### src/rtl/cpu_pkg.sv
// Shared CPU definitions: fetch-sequencer state encoding and default widths.
// Pure declarations, no logic; imported by the memory fetch path.
package cpu_pkg;

    localparam int DEF_ADDR_W  = 15;
    localparam int DEF_DATA_W  = 8;
    localparam int DEF_TIMEOUT = 15;

    typedef enum logic [1:0] {
        ST_IDLE = 2'd0,
        ST_RD   = 2'd1,
        ST_LOAD = 2'd2,
        ST_DONE = 2'd3
    } fetch_state_t;

endpackage

### src/rtl/mem_fetch_seq.sv
// Byte-serial memory fetch into the MDR: reads 1..4 consecutive bytes, one MDR write per byte.
// Latency: done pulses 2N+1 cycles after start for N bytes with zero memory wait.
// Backpressure: stalls in RD until mem_ready, gives up with sticky err after TIMEOUT cycles.
module mem_fetch_seq
    import cpu_pkg::*;
#(
    parameter int ADDR_W  = DEF_ADDR_W,
    parameter int DATA_W  = DEF_DATA_W,
    parameter int TIMEOUT = DEF_TIMEOUT
) (
    input  logic              clk,
    input  logic              rst,
    input  logic              start,
    input  logic [ADDR_W-1:0] addr_in,
    input  logic [1:0]        len,
    input  logic [DATA_W-1:0] mem_rdata,
    input  logic              mem_ready,
    output logic [ADDR_W-1:0] mem_addr,
    output logic              mem_rd,
    output logic [DATA_W-1:0] mdr_data,
    output logic              mdr_we,
    output logic              mdr_shift,
    output logic              busy,
    output logic              done,
    output logic              err
);

    localparam int                WAIT_W    = (TIMEOUT > 1) ? $clog2(TIMEOUT) : 1;
    localparam logic [WAIT_W-1:0] WAIT_LAST = WAIT_W'(TIMEOUT - 1);

    fetch_state_t      state_q,     state_d;
    logic [ADDR_W-1:0] cur_addr_q,  cur_addr_d;
    logic [1:0]        remaining_q, remaining_d;
    logic [WAIT_W-1:0] wait_q,      wait_d;
    logic [DATA_W-1:0] mdr_data_q,  mdr_data_d;
    logic              not_first_q, not_first_d;
    logic              err_q,       err_d;

    always_ff @(posedge clk or posedge rst) begin
        if (rst) begin
            state_q     <= ST_IDLE;
            cur_addr_q  <= '0;
            remaining_q <= '0;
            wait_q      <= '0;
            mdr_data_q  <= '0;
            not_first_q <= 1'b0;
            err_q       <= 1'b0;
        end else begin
            state_q     <= state_d;
            cur_addr_q  <= cur_addr_d;
            remaining_q <= remaining_d;
            wait_q      <= wait_d;
            mdr_data_q  <= mdr_data_d;
            not_first_q <= not_first_d;
            err_q       <= err_d;
        end
    end

    always_comb begin
        state_d     = state_q;
        cur_addr_d  = cur_addr_q;
        remaining_d = remaining_q;
        wait_d      = wait_q;
        mdr_data_d  = mdr_data_q;
        not_first_d = not_first_q;
        err_d       = err_q;

        unique case (state_q)
            ST_IDLE: begin
                if (start) begin
                    cur_addr_d  = addr_in;
                    remaining_d = len;
                    wait_d      = '0;
                    not_first_d = 1'b0;
                    err_d       = 1'b0;
                    state_d     = ST_RD;
                end
            end
            ST_RD: begin
                if (mem_ready) begin
                    mdr_data_d = mem_rdata;
                    wait_d     = '0;
                    state_d    = ST_LOAD;
                end else if (wait_q == WAIT_LAST) begin
                    // Abandon the whole fetch; bytes already loaded stay in the MDR.
                    wait_d  = '0;
                    err_d   = 1'b1;
                    state_d = ST_DONE;
                end else begin
                    wait_d = wait_q + WAIT_W'(1);
                end
            end
            ST_LOAD: begin
                not_first_d = 1'b1;
                if (remaining_q == 2'd0) begin
                    state_d = ST_DONE;
                end else begin
                    remaining_d = remaining_q - 2'd1;
                    cur_addr_d  = cur_addr_q + ADDR_W'(1);
                    state_d     = ST_RD;
                end
            end
            ST_DONE: begin
                state_d = ST_IDLE;
            end
            default: begin
                state_d = ST_IDLE;
            end
        endcase
    end

    // Outputs decode the state register only, so no input reaches an output combinationally.
    always_comb begin
        mem_addr  = cur_addr_q;
        mem_rd    = (state_q == ST_RD);
        mdr_data  = mdr_data_q;
        mdr_we    = (state_q == ST_LOAD);
        mdr_shift = (state_q == ST_LOAD) && not_first_q;
        busy      = (state_q != ST_IDLE);
        done      = (state_q == ST_DONE);
        err       = err_q;
    end

endmodule

### config.mk
export PLATFORM = sky130hd
export DESIGN_NAME = mem_fetch_seq
export DESIGN_NICKNAME = d
export VERILOG_FILES = /design/src/rtl/cpu_pkg.sv /design/src/rtl/mem_fetch_seq.sv
export SDC_FILE = /design/constraint.sdc
export NUM_CORES = 1
export LEC_CHECK = 0
export CORE_ASPECT_RATIO = 1.25
export CORE_MARGIN = 5
export CORE_UTILIZATION = 37
export CTS_CLUSTER_SIZE = 30
export DETAILED_ROUTE_END_ITERATION = 16
export PLACE_DENSITY = 0.73
export SYNTH_ARGS = -nofsm -noshare
export SYNTH_HDL_FRONTEND = slang
export SYNTH_SLANG_ARGS = --single-unit
export TNS_END_PERCENT = 100
### constraint.sdc
create_clock -name clk -period 2.1 [get_ports clk]
set_input_delay 0.42 -clock clk [delete_from_list [all_inputs] [get_ports clk]]
set_output_delay 0.42 -clock clk [all_outputs]
set_load 0.01 [all_outputs]
# [Yosys cells after proc, flatten, opt, wreduce, memory -nomap -nowiden]
# Index checks and enable logic that the tools add are counted.
[totals] register_bits=33 inputBits=29 out_inout_bits=29
[op_classes] add_sub_neg=3 eq_ne=9 mux=20 reduce_logical=12
[op_table] op="two-way mux 15 bit" count=2
[op_table] op="case mux 15 bit (2 select lines)" count=1
[op_table] op="adder 15 x 1 -> 15 bit, second input constant" count=1
[op_table] op="two-way mux 2 bit" count=6
[op_table] op="two-way mux 4 bit" count=3
[op_table] op="case mux 2 bit (4 select lines)" count=1
[op_table] op="case mux 4 bit (2 select lines)" count=1
[op_table] op="AND reduction 2 bit" count=4
[op_table] op="!= test 2 bit, second input constant" count=3
[op_table] op="nonzero test 2 bit" count=3
[op_table] op="adder 4 x 1 -> 4 bit, second input constant" count=1
[op_table] op="== test 2 bit, second input constant" count=2
[op_table] op="== test 4 bit, second input constant" count=1
[op_table] op="logical NOT 2 bit" count=2
[op_table] op="case mux 1 bit (2 select lines)" count=2
[op_table] op="case mux 2 bit (2 select lines)" count=1
[op_table] op="AND reduction 4 bit" count=1
[op_table] op="two-way mux 1 bit" count=3
[op_table] op="!= test 3 x 2 -> 1 bit, second input constant" count=1
[op_table] op="AND reduction 3 bit" count=1
[op_table] op="== test 2 x 1 -> 1 bit, second input constant" count=1
[op_table] op="!= test 2 x 1 -> 1 bit, second input constant" count=1
[op_table] op="subtractor 2 x 1 -> 2 bit, second input constant" count=1
[op_table] op="logical AND 1 bit" count=1

# [Longest topological paths before layout]
[logic_depth] depth_word=4 mapped_depth=8 ltp_nobuf=6

# [Worst setup path before layout]
# No wires, ideal clock.
[synth_path] path_type="flip-flop to output port" start="reg state_q[1]" end="out mdr_shift" arrival_ns=1.211 required_time_ns=1.680 slack_ns=0.469 stages_incl_launch_ff=7 n_path_buf=3 path_cell_list="dfrtp_1 buf_2 nand2b_1 inv_1 buf_4 buf_4 and2_1"
[synth_between] elab_chain_len=2
[synth_rtl] item="start: declaration" line_no="mem_fetch_seq.sv:31" text="fetch_state_t state_q, state_d;"
[synth_rtl] item="start signal: assignment" line_no="mem_fetch_seq.sv:49" text="state_q <= state_d;"
[synth_rtl] item="== test 2 bit"
[synth_rtl] item="via mdr_we" line_no="mem_fetch_seq.sv:21" text="output logic mdr_we,"
[synth_rtl] item="logical AND 1 bit" line_no="mem_fetch_seq.sv:118" text="mdr_shift = (state_q == ST_LOAD) && not_first_q;"
[synth_rtl] item="end: declaration" line_no="mem_fetch_seq.sv:22" text="output logic mdr_shift,"
# The timed path passes the listed nets, and every way through them passes these cells.

# [Worst setup path in the final report]
[layout_path] start="reg state_q[1]" end="out mdr_shift"
[layout_between] elab_chain_len=2
[layout_rtl] item="== test 2 bit" line_no="mem_fetch_seq.sv:118"
[layout_rtl] item="logical AND 1 bit" line_no="mem_fetch_seq.sv:118"
# No other way between the ends.

==> flow_metrics.tcl <==
set metrics [dict create \
    status "finished, final reports clean" \
    dr_wl_met3_um 320 \
    async_flop_share_pct 100 \
    yosys-top-cells-area "dfrtp_1, mux2_2, a21oi_1" \
    synth_top_cell_area_share_pct 46.2 \
    grt_pass1_vias 1626 \
    synth-edff-count 0 \
    power.density_nw_per_um2 1400 \
    r2r_slack_ns 0.42 \
    synth_top_family_by_area "compound AO/OA/AOI/OAI gates" \
    clock_latency_ns 0.28 \
    finClkSkew_ns 0.00435 \
    cpMaxStageDelayCell "clkdlybuf4s50_1" \
    crit_cells 4 \
    dieArea_um2 6330 \
    wl_um 4650 \
    criticalPathCategory "reg -> out" \
    cp-start-kind "register" \
    drv_slew 0 \
    fmax_ghz 0.501 \
    drt-pass1-iter-count 5 \
    end_kind "output pin" \
    final_cell_mix "clkdlybuf4s50_1, dfrtp_1, a21oi_1, o21ai_0, nand2_1" \
    row_count 28 \
    ir_drop_mv 0.627 \
    synthToLayoutAreaGrowth_pct 41.1 \
    ant_nets 0 \
    synth_area_um2 1790 \
    r2r_end "mem_addr[12]" \
    max_slew_margin_pct 71.2 \
    syn_avg_cell_area_um2 9.36 \
    synthXorXnorAreaFrac_pct 0 \
    dpl.hpwl_um 3340 \
    port-buffer-count 57 \
    ios 58 \
    synth-seq-area-share_pct 46.2 \
    drv_cap 0 \
    required_ns 1.68 \
    clk_pin_slew_ns 0.07 \
    vias 1685 \
    setup_tns_ns 0 \
    yosys_warnings 0 \
    routed-wl-met2_um 2380 \
    reg2reg_depth 5 \
    num-nets-final 286 \
    top_layer_used "met4" \
    rsz0062_at_grt "no" \
    grt_usage_pct 15.6 \
    avgViaCountPerCell 5.37 \
    final_layout_size_suffix_gt1_share_pct 11.0 \
    hold_class "reg -> reg" \
    synthAdderAreaFrac_pct 2.80 \
    netlist_instances 191 \
    reg2reg_from "mem_addr[0]" \
    synth_cell_types 39 \
    cts_buffer_depth 2 \
    die_x_um 72.2 \
    core_area_um2 4730 \
    drt-initial-drc-count 128 \
    hold_depth 1 \
    grt_max_degree 34 \
    crit_start "state_q[1]" \
    fin_crit_ns 1.99 \
    htree_levels 2 \
    fillCellCount 462 \
    m1WireLength_um 1890 \
    place.gp.congestion 0.794 \
    slowest_delay_ns 0.54 \
    synth-compound-area-share_pct 20.0 \
    diodes 0 \
    hold_viol 0 \
    crit_fanout 10 \
    critPathBufInv 2 \
    ys_ff_latch 33 \
    path_delay_family "buffers and inverters" \
    start_util_pct 37.8 \
    cts_buffers 5 \
    synthFlopType "dfrtp_1" \
    place_ws_ns 0.241 \
    grt_first_pass_wirelength_um 7720 \
    antenna_found_initial 0 \
    drc 0 \
    die_y_um 87.7 \
    cts_tree "done" \
    synthSimpleGateAreaFrac_pct 19.7 \
    syn_nets 224 \
    fin_crit_sh_pct 95.0 \
    path_cells "nand2b_1 -> inv_1 -> and2_1 -> clkdlybuf4s50_1" \
    worst_slack_ns 0.106 \
    wl_per_cell_um 14.8 \
    overflow 0 \
    crit_end "mdr_shift" \
    worstMarginPinSlew_ns 0.433 \
    clock_sinks 33 \
    synth.area.mux_share_pct 6.16 \
    p_leak_nw 1.05 \
    yosysTopAreaCell "dfrtp_1" \
    setup_viol 0 \
    final_common_cell "clkdlybuf4s50_1" \
    cts-root-buf "clkbuf_8" \
    critPathArrivalTime_ns 1.57 \
]
[worst min-delay path by stage]
stage,start,endpoint,slack [ns]
2_1_floorplan,remaining_q[0],remaining_q[0],0.44
3_3_place_gp,remaining_q[0],remaining_q[0],0.46
3_5_place_dp,remaining_q[0],remaining_q[0],0.47
4_1_cts,remaining_q[0],remaining_q[0],0.49
5_1_grt,remaining_q[0],remaining_q[0],0.49
6_report,remaining_q[0],remaining_q[0],0.49
[synthesized netlist by cell type, types with 4 or more instances]
cell type and instances:
o21ai_0 16, nand2b_1 6, nand3_1 9, a31oi_1 4, nand2_1 15, and2_1 5
inv_1 10, dfrtp_1 33, o22ai_1 5, mux2_2 8, a21oi_1 17, nor2_1 6
nor3_1 7, buf_2 4, nor4_1 4, ha_1 4
[report_power, final]
part,internal [mW],switching [mW]
clock,0.230,0.228
sequential,0.931,0.299
combinational,0.969,0.886
[flip-flops by register name, summed over array words and instances, names as in the netlist]
signal / flops
err: 1
mdr_data: 8
mem_addr: 15
not_first_q: 1
remaining_q: 2
state_q: 2
wait_q: 4
[cell type report]
type | instances | area [um2] | area share (%)
sequential | 33 | 827 | 32.8
clock buffer | 6 | 72.6 | 2.88
multi-input combinational | 139 | 873 | 34.6
timing repair buffer | 64 | 628 | 24.9
inverter | 10 | 37.5 | 1.49
clock inverter | 2 | 10.0 | 0.397
tap | 60 | 75.1 | 2.97
[per-stage QoR]
step	total power, mW	area [um2]	std cells	utilization (%)	hold WS [ns]
after floorplan	2.26	1790	191	-	0.439
after global placement	3.05	2430	306	51.4	0.459
after detailed placement	3.11	2430	306	51.4	0.472
after CTS	3.58	2510	314	53.2	0.486
after global routing	3.85	2520	314	53.4	0.493
final	3.54	2520	314	53.4	0.486
[metal layers]
metal	vias to the layer above	global-route usage [%]
li1	823	-
met3	6	5.17
met5	-	0
met1	814	18.3
met4	0	5.13
met2	42	26.6
[timing repair]
item | in CTS | in global routing
setup buffers | 0 | 0
setup endpoints to repair | 0 | 4
resized for setup | 0 | 4
hold endpoints to repair | 0 | 0
hold buffers | 0 | 0
[cells by family after synthesis]
group	after synthesis
fa+ha+maj	4
mux	10
compound gates	60
flops	33
simple gates	65
buf+inv	19
Power figures use the tool's default switching activity.
